<file path="src/rtl/prim_assembler_pkg.sv">
// rtl/prim_assembler_pkg.sv - header layout, modes, states and slot sequencing for the primitive assembler
package prim_assembler_pkg;

  localparam logic [3:0] PRIM_HDR_MARKER = 4'hB;
  localparam int         HDR_MARK_LSB    = 28;
  localparam int         HDR_MODE_LSB    = 26;

  typedef enum logic [1:0] {LIST, STRIP, FAN, RSVD} prim_mode_t;
  typedef enum logic [1:0] {IDLE, LOAD, EMIT} pa_state_t;

  // Fan keeps vertex 0 pinned in slot 0 and ping-pongs the rest between slots 1 and 2.
  function automatic logic [1:0] next_slot(input prim_mode_t mode, input logic [1:0] slot);
    if (mode == FAN) return (slot == 2'd1) ? 2'd2 : 2'd1;
    return (slot == 2'd2) ? 2'd0 : slot + 2'd1;
  endfunction

endpackage

</file>
<file path="src/rtl/prim_assembler_if.sv">
// rtl/prim_assembler_if.sv - vertex input stream and triangle output stream
interface prim_assembler_if #(
  parameter int DATA_W = 32
);
  logic              in_valid;
  logic [DATA_W-1:0] in_data;
  logic              in_ready;
  logic              out_valid;
  logic [DATA_W-1:0] out_data;
  logic              out_ready;

  modport slave (
    input  in_valid, in_data, out_ready,
    output in_ready, out_valid, out_data
  );

  modport master (
    output in_valid, in_data, out_ready,
    input  in_ready, out_valid, out_data
  );
endinterface

</file>
<file path="src/rtl/prim_assembler_vertex_store.sv">
// rtl/prim_assembler_vertex_store.sv - three-slot vertex register file, one write port, one async read port
module prim_vertex_store #(
  parameter int DATA_W     = 32,
  parameter int VERT_WORDS = 4,
  parameter int WORD_W     = 2
) (
  input  logic              clk,
  input  logic              rst_n,
  input  logic              we,
  input  logic [1:0]        wr_slot,
  input  logic [WORD_W-1:0] wr_word,
  input  logic [DATA_W-1:0] wr_data,
  input  logic [1:0]        rd_slot,
  input  logic [WORD_W-1:0] rd_word,
  output logic [DATA_W-1:0] rd_data
);

  logic [DATA_W-1:0] mem [3][VERT_WORDS];

  always_ff @(posedge clk or negedge rst_n) begin
    if (!rst_n) begin
      for (int s = 0; s < 3; s++) begin
        for (int w = 0; w < VERT_WORDS; w++) begin
          mem[s][w] <= '0;
        end
      end
    end else if (we && wr_slot != 2'd3) begin
      mem[wr_slot][wr_word] <= wr_data;
    end
  end

  assign rd_data = (rd_slot == 2'd3) ? '0 : mem[rd_slot][rd_word];

endmodule

</file>
<file path="src/rtl/prim_assembler.sv">
// rtl/prim_assembler.sv - assembles list/strip/fan triangles from headed vertex batches
module prim_assembler
  import prim_assembler_pkg::*;
#(
  parameter int DATA_W     = 32,
  parameter int VERT_WORDS = 4,
  parameter int CNT_W      = 16
) (
  input  logic             clk_clk,
  input  logic             reset_reset_n,
  prim_assembler_if.slave  strm,
  output logic             busy,
  output logic             bad_hdr,
  output logic [CNT_W-1:0] tri_count
);

  localparam int WORD_W = (VERT_WORDS > 1) ? $clog2(VERT_WORDS) : 1;
  localparam logic [WORD_W-1:0] LAST_WORD = WORD_W'(VERT_WORDS - 1);

  pa_state_t         state_q, state_d;
  prim_mode_t        mode_q;
  logic [CNT_W-1:0]  cnt_q;
  logic [CNT_W-1:0]  vtx_idx;
  logic [WORD_W-1:0] wcnt;
  logic [1:0]        wr_slot;
  logic [1:0]        emit_slot;
  logic              emit_odd;
  logic [1:0]        e_vert;
  logic [WORD_W-1:0] e_word;
  logic              in_ready_c;
  logic              out_valid_c;
  logic [1:0]        slot_a, slot_b, rd_slot;
  logic [1:0]        prev1, prev2;
  logic [DATA_W-1:0] rd_data;

  wire in_fire   = strm.in_valid && strm.in_ready;
  wire out_fire  = strm.out_valid && strm.out_ready;
  wire last_word = (wcnt == LAST_WORD);
  wire emit_last = (e_word == LAST_WORD) && (e_vert == 2'd2);

  wire               hdr_mark_ok = (strm.in_data[HDR_MARK_LSB +: 4] == PRIM_HDR_MARKER);
  wire prim_mode_t   hdr_mode    = prim_mode_t'(strm.in_data[HDR_MODE_LSB +: 2]);
  wire [CNT_W-1:0]   hdr_cnt     = strm.in_data[CNT_W-1:0];
  wire               hdr_ok      = hdr_mark_ok && (hdr_mode != RSVD);

  logic tri_due;
  always_comb begin
    tri_due = 1'b0;
    case (mode_q)
      LIST:       tri_due = (wr_slot == 2'd2);
      STRIP, FAN: tri_due = (vtx_idx >= CNT_W'(2));
      default:    tri_due = 1'b0;
    endcase
  end

  wire batch_last = (vtx_idx + CNT_W'(1) == cnt_q);
  wire batch_done = (vtx_idx == cnt_q);

  always_ff @(posedge clk_clk or negedge reset_reset_n) begin
    if (!reset_reset_n) state_q <= IDLE;
    else                state_q <= state_d;
  end

  always_comb begin
    state_d     = state_q;
    in_ready_c  = 1'b0;
    out_valid_c = 1'b0;
    case (state_q)
      IDLE: begin
        in_ready_c = 1'b1;
        if (strm.in_valid && hdr_ok && hdr_cnt != '0) state_d = LOAD;
      end
      LOAD: begin
        in_ready_c = 1'b1;
        if (strm.in_valid && last_word) begin
          if (tri_due)         state_d = EMIT;
          else if (batch_last) state_d = IDLE;
        end
      end
      EMIT: begin
        out_valid_c = 1'b1;
        if (strm.out_ready && emit_last) state_d = batch_done ? IDLE : LOAD;
      end
      default: state_d = IDLE;
    endcase
  end

  always_ff @(posedge clk_clk or negedge reset_reset_n) begin
    if (!reset_reset_n) begin
      mode_q    <= LIST;
      cnt_q     <= '0;
      vtx_idx   <= '0;
      wcnt      <= '0;
      wr_slot   <= 2'd0;
      emit_slot <= 2'd0;
      emit_odd  <= 1'b0;
      e_vert    <= 2'd0;
      e_word    <= '0;
      bad_hdr   <= 1'b0;
      tri_count <= '0;
    end else begin
      bad_hdr <= 1'b0;
      case (state_q)
        IDLE: begin
          if (in_fire) begin
            if (!hdr_ok) begin
              bad_hdr <= 1'b1;
            end else if (hdr_cnt != '0) begin
              mode_q    <= hdr_mode;
              cnt_q     <= hdr_cnt;
              tri_count <= '0;
              vtx_idx   <= '0;
              wcnt      <= '0;
              wr_slot   <= 2'd0;
            end
          end
        end
        LOAD: begin
          if (in_fire) begin
            if (last_word) begin
              wcnt      <= '0;
              vtx_idx   <= vtx_idx + CNT_W'(1);
              emit_slot <= wr_slot;
              emit_odd  <= vtx_idx[0];
              wr_slot   <= next_slot(mode_q, wr_slot);
              e_vert    <= 2'd0;
              e_word    <= '0;
            end else begin
              wcnt <= wcnt + WORD_W'(1);
            end
          end
        end
        EMIT: begin
          if (out_fire) begin
            if (e_word == LAST_WORD) begin
              e_word <= '0;
              if (e_vert == 2'd2) begin
                e_vert <= 2'd0;
                if (tri_count != '1) tri_count <= tri_count + CNT_W'(1);
              end else begin
                e_vert <= e_vert + 2'd1;
              end
            end else begin
              e_word <= e_word + WORD_W'(1);
            end
          end
        end
        default: ;
      endcase
    end
  end

  // emit_slot holds vertex k; list/strip neighbours are the two other slots in rotation order.
  always_comb begin
    prev1  = (emit_slot == 2'd0) ? 2'd2 : emit_slot - 2'd1;
    prev2  = (emit_slot == 2'd2) ? 2'd0 : emit_slot + 2'd1;
    slot_a = prev2;
    slot_b = prev1;
    case (mode_q)
      STRIP: if (emit_odd) begin
        slot_a = prev1;
        slot_b = prev2;
      end
      FAN: begin
        slot_a = 2'd0;
        slot_b = (emit_slot == 2'd1) ? 2'd2 : 2'd1;
      end
      default: ;
    endcase
    case (e_vert)
      2'd0:    rd_slot = slot_a;
      2'd1:    rd_slot = slot_b;
      default: rd_slot = emit_slot;
    endcase
  end

  prim_vertex_store #(
    .DATA_W     (DATA_W),
    .VERT_WORDS (VERT_WORDS),
    .WORD_W     (WORD_W)
  ) u_store (
    .clk     (clk_clk),
    .rst_n   (reset_reset_n),
    .we      (in_fire && state_q == LOAD),
    .wr_slot (wr_slot),
    .wr_word (wcnt),
    .wr_data (strm.in_data),
    .rd_slot (rd_slot),
    .rd_word (e_word),
    .rd_data (rd_data)
  );

  assign strm.in_ready  = in_ready_c && reset_reset_n;
  assign strm.out_valid = out_valid_c;
  assign strm.out_data  = out_valid_c ? rd_data : '0;
  assign busy           = (state_q != IDLE);

endmodule

</file>
<file path="src/flat_wrapper.sv">
// flat-port wrapper written by rule: the top's interface ports become plain ports
module prim_assembler_flat import prim_assembler_pkg::*;
#(
  parameter int DATA_W     = 32,
  parameter int VERT_WORDS = 4,
  parameter int CNT_W      = 16
)
  (clk_clk, reset_reset_n, busy, bad_hdr, tri_count, strm_in_valid, strm_in_data, strm_out_ready, strm_in_ready, strm_out_valid, strm_out_data);
  prim_assembler_if #(.DATA_W(DATA_W)) strm_i ();
  input  logic clk_clk;
  input  logic reset_reset_n;
  output logic busy;
  output logic bad_hdr;
  output logic [CNT_W-1:0] tri_count;
  input wire logic [$bits(strm_i.in_valid)-1:0] strm_in_valid;
  input wire logic [$bits(strm_i.in_data)-1:0] strm_in_data;
  input wire logic [$bits(strm_i.out_ready)-1:0] strm_out_ready;
  output wire logic [$bits(strm_i.in_ready)-1:0] strm_in_ready;
  output wire logic [$bits(strm_i.out_valid)-1:0] strm_out_valid;
  output wire logic [$bits(strm_i.out_data)-1:0] strm_out_data;
  assign strm_i.in_valid = strm_in_valid;
  assign strm_i.in_data = strm_in_data;
  assign strm_i.out_ready = strm_out_ready;
  assign strm_in_ready = strm_i.in_ready;
  assign strm_out_valid = strm_i.out_valid;
  assign strm_out_data = strm_i.out_data;
  prim_assembler #(.DATA_W(DATA_W), .VERT_WORDS(VERT_WORDS), .CNT_W(CNT_W)) u_core (.clk_clk(clk_clk), .reset_reset_n(reset_reset_n), .strm(strm_i), .busy(busy), .bad_hdr(bad_hdr), .tri_count(tri_count));
endmodule
</file>
<file path="config.mk">
export PLATFORM = sky130hd
export DESIGN_NAME = prim_assembler_flat
export DESIGN_NICKNAME = d
export VERILOG_FILES = /design/src/rtl/prim_assembler_pkg.sv /design/src/rtl/prim_assembler_if.sv /design/src/rtl/prim_assembler_vertex_store.sv /design/src/rtl/prim_assembler.sv /design/src/flat_wrapper.sv
export SDC_FILE = /design/constraint.sdc
export NUM_CORES = 1
export LEC_CHECK = 0
export CORE_ASPECT_RATIO = 0.5
export CORE_MARGIN = 3
export CORE_UTILIZATION = 54
export CTS_BUF_LIST = sky130_fd_sc_hd__clkbuf_4 sky130_fd_sc_hd__clkbuf_8
export DETAILED_ROUTE_END_ITERATION = 8
export GPL_TIMING_DRIVEN = 0
export PLACE_DENSITY = 0.83
export SLEW_MARGIN = 20
export SYNTH_ARGS = -nofsm -noshare
export SYNTH_HDL_FRONTEND = slang
export SYNTH_SLANG_ARGS = --single-unit
</file>
<file path="constraint.sdc">
create_clock -name clk_clk -period 4.45 [get_ports clk_clk]
set_input_delay 1.335 -clock clk_clk [delete_from_list [all_inputs] [get_ports clk_clk]]
set_output_delay 1.335 -clock clk_clk [all_outputs]
set_load 0.02 [all_outputs]
</file>
### Word-level counts from Yosys, hierarchy flattened

Index checks and enable logic that the tools add are counted.

* register bits after elaboration: 448
* input port bits: 36
* output and inout port bits: 52
* logic and storage cells: 178

* add/subtract/negate cells: 8
* order comparisons: 7
* equality and inequality tests: 32
* muxes and demuxes: 71
* bitwise logic cells: 4
* reductions and logical operators: 32

Operator list (count)
* 384-bit bitwise mux: 1
* 128-bit two-way mux: 3
* 128-bit binary-select mux with 2-bit select: 1
* 128-bit demux with 2-bit select: 1
* 32-bit two-way mux: 5
* 16-bit two-way mux: 9
* 32-bit binary-select mux with 2-bit select: 1
* 32-bit demux with 2-bit select: 1
* 16-bit one-hot mux with 2 select lines: 2
* 2-bit two-way mux: 28
* 16-bit by 1-bit adder with 16-bit output, second input constant: 2
* 16-bit == test: 2
* 2-bit one-hot mux with 2 select lines: 7
* 2-bit by 1-bit inequality test with 1-bit output, second input constant: 12
* 2-bit == test, second input constant: 8
* 16-bit by 2-bit >= comparator with 1-bit output, second input constant: 1
* 16-bit inequality test, second input constant: 1
* 16-bit nonzero test: 1
* 1-bit logical AND: 13
* 3-bit >= comparator, second input constant: 4
* 2-bit NOT with 3-bit output: 4
* 4-bit AND reduction: 3
* 2-bit by 1-bit adder with 2-bit output, second input constant: 5
* 2-bit by 1-bit == test with 1-bit output, second input constant: 5
* other kinds (15): 34

### Longest topological paths before layout

* depth after elaboration: 14
* gate-level depth with buffers: 12

### Hierarchy

From an unflattened synthesis, not the netlist that was laid out.

* cell total of the unflattened synthesis: 1811
* area, all modules: 21132.8 um^2

By module, submodules not included
* prim_vertex_store: instances 1, cells an instance 1341, area an instance 16977.5 um^2, sequential area each 9609.2 um^2
* prim_assembler: instances 1, cells an instance 470, area an instance 4155.2 um^2, sequential area each 1601.5 um^2

### Worst setup path after synthesis

No wires, ideal clock.

* path type: flip-flop to output port
* start point: reg u_core.mode_q[0]
* end point: out strm_out_data[10]
* arrival time: 2533 ps
* data required time: 3115 ps
* setup slack: 582 ps
* stages on the path, launching flop included: 11
* buffers on the path: 1
* cells stage by stage: dfrtp_1 inv_1 ha_1 inv_1 nor3_1 a211oi_1 a211oi_1 buf_2 mux4_2 a22oi_1 nand2_1

* word-level cells in the longest chain between the ends: 12
* elaborated cells between the ends (all ways): 15

RTL lines
* from (decl): line prim_assembler.sv:21 `prim_mode_t mode_q;`
* from (signal assigned): line prim_assembler.sv:109 `mode_q <= hdr_mode;`
* 2-bit == test or 2-bit by 1-bit == test with 1-bit output (tied branches): line prim_assembler.sv:159 `case (mode_q)`
* 2-bit one-hot mux with 2 select lines: line prim_assembler.sv:159
* 2-bit one-hot mux with 2 select lines (*): line prim_assembler.sv:170 `case (e_vert)`
* 2-bit NOT with 3-bit output (not written as such): line prim_assembler_vertex_store.sv:32 `assign rd_data = (rd_slot == 2'd3) ? '0 : mem[rd_slot][rd_word];`
* 128-bit binary-select mux with 2-bit select: line prim_assembler_vertex_store.sv:32
* 128-bit two-way mux (not written as such) (2 in series): line prim_assembler_vertex_store.sv:32
* 32-bit binary-select mux with 2-bit select: line prim_assembler_vertex_store.sv:32
* 32-bit two-way mux (not written as such) (2 in series): line prim_assembler_vertex_store.sv:32
* 32-bit two-way mux (*): line prim_assembler_vertex_store.sv:32
* 32-bit two-way mux (*): line prim_assembler.sv:195 `assign strm.out_data = out_valid_c ? rd_data : '0;`
* to (decl): line flat_wrapper.sv:20 `output wire logic [$bits(strm_i.out_data)-1:0] strm_out_data;`

Mark *: on every way between the ends. The rest lies on a longest branch, timed or not. The select of a mux whose other input is x is not followed.

### Worst setup path after layout

* start point: reg u_core.mode_q[0]
* end point: out strm_out_data[4]

Same word-level chain as after synthesis.

==> impl_metrics.json <==
{
  "status": "complete, but fails checks",
  "violations": "negative setup slack",
  "drv_cap": 0,
  "period_needed_ns": 4.73,
  "die_x_um": 286,
  "arrival_ns": 3.39,
  "cts_tree": "done",
  "synthCells": 1538,
  "slowest_delay_ns": 0.49,
  "cts_root_buffer": "clkbuf_8",
  "hpwl_um": 34200,
  "hold_viol": 0,
  "maxSlewViolCount": 0,
  "crit_end": "strm_out_data[4]",
  "final_core_util": 0.658,
  "synth_edf_count": 0,
  "nets": 1779,
  "layout_common_cells": "dfrtp_1, mux2_2, mux4_2, nand2_1, clkbuf_8",
  "rrSetupSlack_ns": 1.06,
  "num_io_pins": 88,
  "synth-async-reset-ratio": 1.00,
  "cpMostUsedCell": "buf_12",
  "multi_input_area_um2": 9710,
  "setup_violations": 32,
  "drtAntennaViolNets": 0,
  "setup_ws_ns": -0.280,
  "skew_ns": 0.0402,
  "maxSlewHeadroom": 0.312,
  "drive_gt1_frac": 0.442,
  "netlist_area_um2": 21200,
  "synth-main-ff-cell": "dfrtp_1",
  "r2r_end": "u_core.u_store.mem[154]",
  "core_um2": 38000,
  "portBuffers": 87,
  "rows": 50,
  "regArea_um2": 11200,
  "setup-tns-final_ns": -6.05,
  "sequentialPowerShare": 0.471,
  "timing.fmax_mhz": 211,
  "dieHeight_um": 146,
  "avgSynthCellArea_um2": 13.8,
  "cellPowerDensity_nw_per_um2": 419,
  "worst_pin_slew_ns": 1.02,
  "cts_made_buffers": 66,
  "worst_setup_hold_path_clk_slew_ns": 0.06,
  "cp_max_fo": 8,
  "post-place-ws_ns": -0.613,
  "via_count": 14500,
  "drc_errors": 0,
  "htree_levels": 3,
  "hold_depth": 1,
  "grt_max_degree": 101,
  "path_cells": "inv_1 > ha_2 > nand2b_1 > a311oi_2 > a211oi_2 > buf_6 > buf_12 > buf_12 > buf_12 > mux4_2 > a22oi_2 > nand2_1 > buf_2",
  "timing.final.crit_share": 1.06,
  "start_util": 0.558,
  "critPathLaunchType": "register",
  "ir_drop_v": 0.000259,
  "place_congestion": 0.926,
  "yosysSeqAreaShare": 0.528,
  "drt_wl_total_um": 56300,
  "critPathCaptureType": "output pin",
  "hp-start": "u_core.u_store.mem[170]",
  "hp-class": "register to register",
  "antenna_found_initial": 0,
  "rsz0062_at_grt": "yes",
  "required_ns": 3.12,
  "ys_ff_latch": 448,
  "power.switching_w": 0.00294,
  "switching_share": 0.280,
  "crit_path_start": "u_core.mode_q[0]",
  "p_leak_nw": 11.5,
  "cts_buffer_depth": 3,
  "grtUsageTotal": 0.264,
  "power_w": 0.0105,
  "wl_per_cell_um": 24.6,
  "rr_worst_depth": 7,
  "fillers": 2528,
  "ys_types": 56,
  "cts_sinks": 448,
  "first_iter_violations": 1344,
  "syn_to_final_growth_pct": 18.0,
  "regToRegStartpoint": "u_core.state_q[1]",
  "cp_slowest_cell": "mux4_2",
  "p_comb_frac": 0.197,
  "cts_hold_buf": 0,
  "grt_pass1_vias": 15000,
  "syn_nets": 1593,
  "die_area_um2": 41900,
  "layout_commonest_cell": "dfrtp_1",
  "intPower_w": 0.00757,
  "overflow": 0,
  "critPathKind": "register to output pin",
  "clk_latency_ns": 0.62,
  "viasPerCell": 6.34,
  "grt_pass1_wl_um": 85900,
  "drt_pass1_iterations": 5,
  "pwr-share-clk": 0.332,
  "yosys_warnings": 0
}
## power groups by stage
stage	combinational, W	clock, W	sequential [W]
2_1_floorplan	0.00132	0	0.00491
3_3_place_gp	0.00179	0	0.00496
3_5_place_dp	0.00187	0	0.00498
4_1_cts	0.00200	0.00347	0.00491
5_1_grt	0.00221	0.00369	0.00499
6_report	0.00207	0.00349	0.00494
## area by class of cell
type | instances | area share
Antenna cell | 1 | 0.0000999
Buffer | 125 | 0.0272
Inverter | 21 | 0.00325
Clock inverter | 6 | 0.00305
Clock buffer | 102 | 0.0506
Sequential cell | 448 | 0.448
Timing Repair Buffer | 119 | 0.0546
Tap cell | 520 | 0.0260
Multi-Input combinational cell | 943 | 0.388
## through the flow
stage | instances | area (um^2) | hold slack (ns)
floorplan | 1538 | 21200 | 0.474
global placement | 2145 | 22700 | 0.483
detailed placement | 2149 | 22900 | 0.487
CTS | 2276 | 24800 | 0.501
global route | 2284 | 25000 | 0.514
finish | 2285 | 25000 | 0.501
## layer usage
layer	wire length (um)	track usage
met3	4430	0.0644
met2	26800	0.413
met1	23500	0.365
met4	1550	0.0866
met5	61	0.0102
## how the worst min path moves through the flow
stage                                         end  slack (ns)
after floorplan           u_core.u_store.mem[256]        0.47
after global placement    u_core.u_store.mem[258]        0.48
after detailed placement  u_core.u_store.mem[285]        0.49
after CTS                 u_core.u_store.mem[285]        0.50
after global routing      u_core.u_store.mem[256]        0.51
final                     u_core.u_store.mem[170]        0.50
## repair_timing
action,4_1_cts,5_1_grt
cloned,5,4
setup buffers,15,7
resized for setup,257,62
pin swaps,39,32
endpoints found under the setup margin,33,33
## cells in the mapped netlist, types with 3 or more instances
| cell type | number | area, um^2 |
|---|---|---|
| mux2_2 | 403 | 4540 |
| buf_6 | 3 | 33.8 |
| inv_1 | 21 | 78.8 |
| a21o_1 | 3 | 22.5 |
| o21ai_0 | 37 | 185 |
| a22o_1 | 13 | 114 |
| xnor2_1 | 11 | 96.3 |
| a21oi_1 | 14 | 70.1 |
| o22ai_1 | 4 | 25.0 |
| nor2_1 | 33 | 124 |
| nor3_1 | 14 | 70.1 |
| clkbuf_1 | 89 | 334 |
| buf_1 | 17 | 63.8 |
| buf_4 | 3 | 22.5 |
| xor2_1 | 18 | 158 |
| nand4_1 | 13 | 81.3 |
| mux4_2 | 96 | 2160 |
| nand3_1 | 17 | 85.1 |
| a31oi_1 | 5 | 31.3 |
| or2_2 | 4 | 25.0 |
| and4_1 | 5 | 43.8 |
| nand2_1 | 109 | 409 |
| nor4_1 | 14 | 87.6 |
| nand2b_1 | 10 | 62.6 |
| buf_2 | 14 | 70.1 |
| o31ai_1 | 19 | 143 |
| or4_1 | 3 | 22.5 |
| dfrtp_1 | 448 | 11200 |
| and3_1 | 9 | 56.3 |
| a22oi_1 | 34 | 255 |
| a211oi_1 | 3 | 22.5 |
| ha_1 | 19 | 238 |
## worst max-delay path: cells and delay by family, from the launching register on
family | cells | cell delay, ns
buffers and inverters | 6 | 0.91
DFF | 1 | 0.39
and+or+nand+nor | 2 | 0.21
muxes | 1 | 0.49
adders and majority gates | 1 | 0.23
AOI/OAI and AO/OA | 3 | 0.55
## state kept, by name, indices dropped and copies added (netlist names)
register,flops
u_core.wr_slot,2
u_core.state_q,2
u_core.e_vert,2
u_core.bad_hdr,1
u_core.emit_odd,1
u_core.tri_count,16
u_core.vtx_idx,16
u_core.e_word,2
u_core.u_store.mem,384
u_core.emit_slot,2
u_core.wcnt,2
u_core.mode_q,2
u_core.cnt_q,16
## cells by family after synthesis
logic type / count (synthesis) / share of synthesized area
mux: 501 / 0.317
flops: 448 / 0.528
simple gates: 243 / 0.0544
compound gates: 150 / 0.0484
buf+inv: 147 / 0.0284
xor+xnor: 29 / 0.0120
fa+ha+maj: 20 / 0.0117
Note: power is estimated with default switching activity, not from simulation.
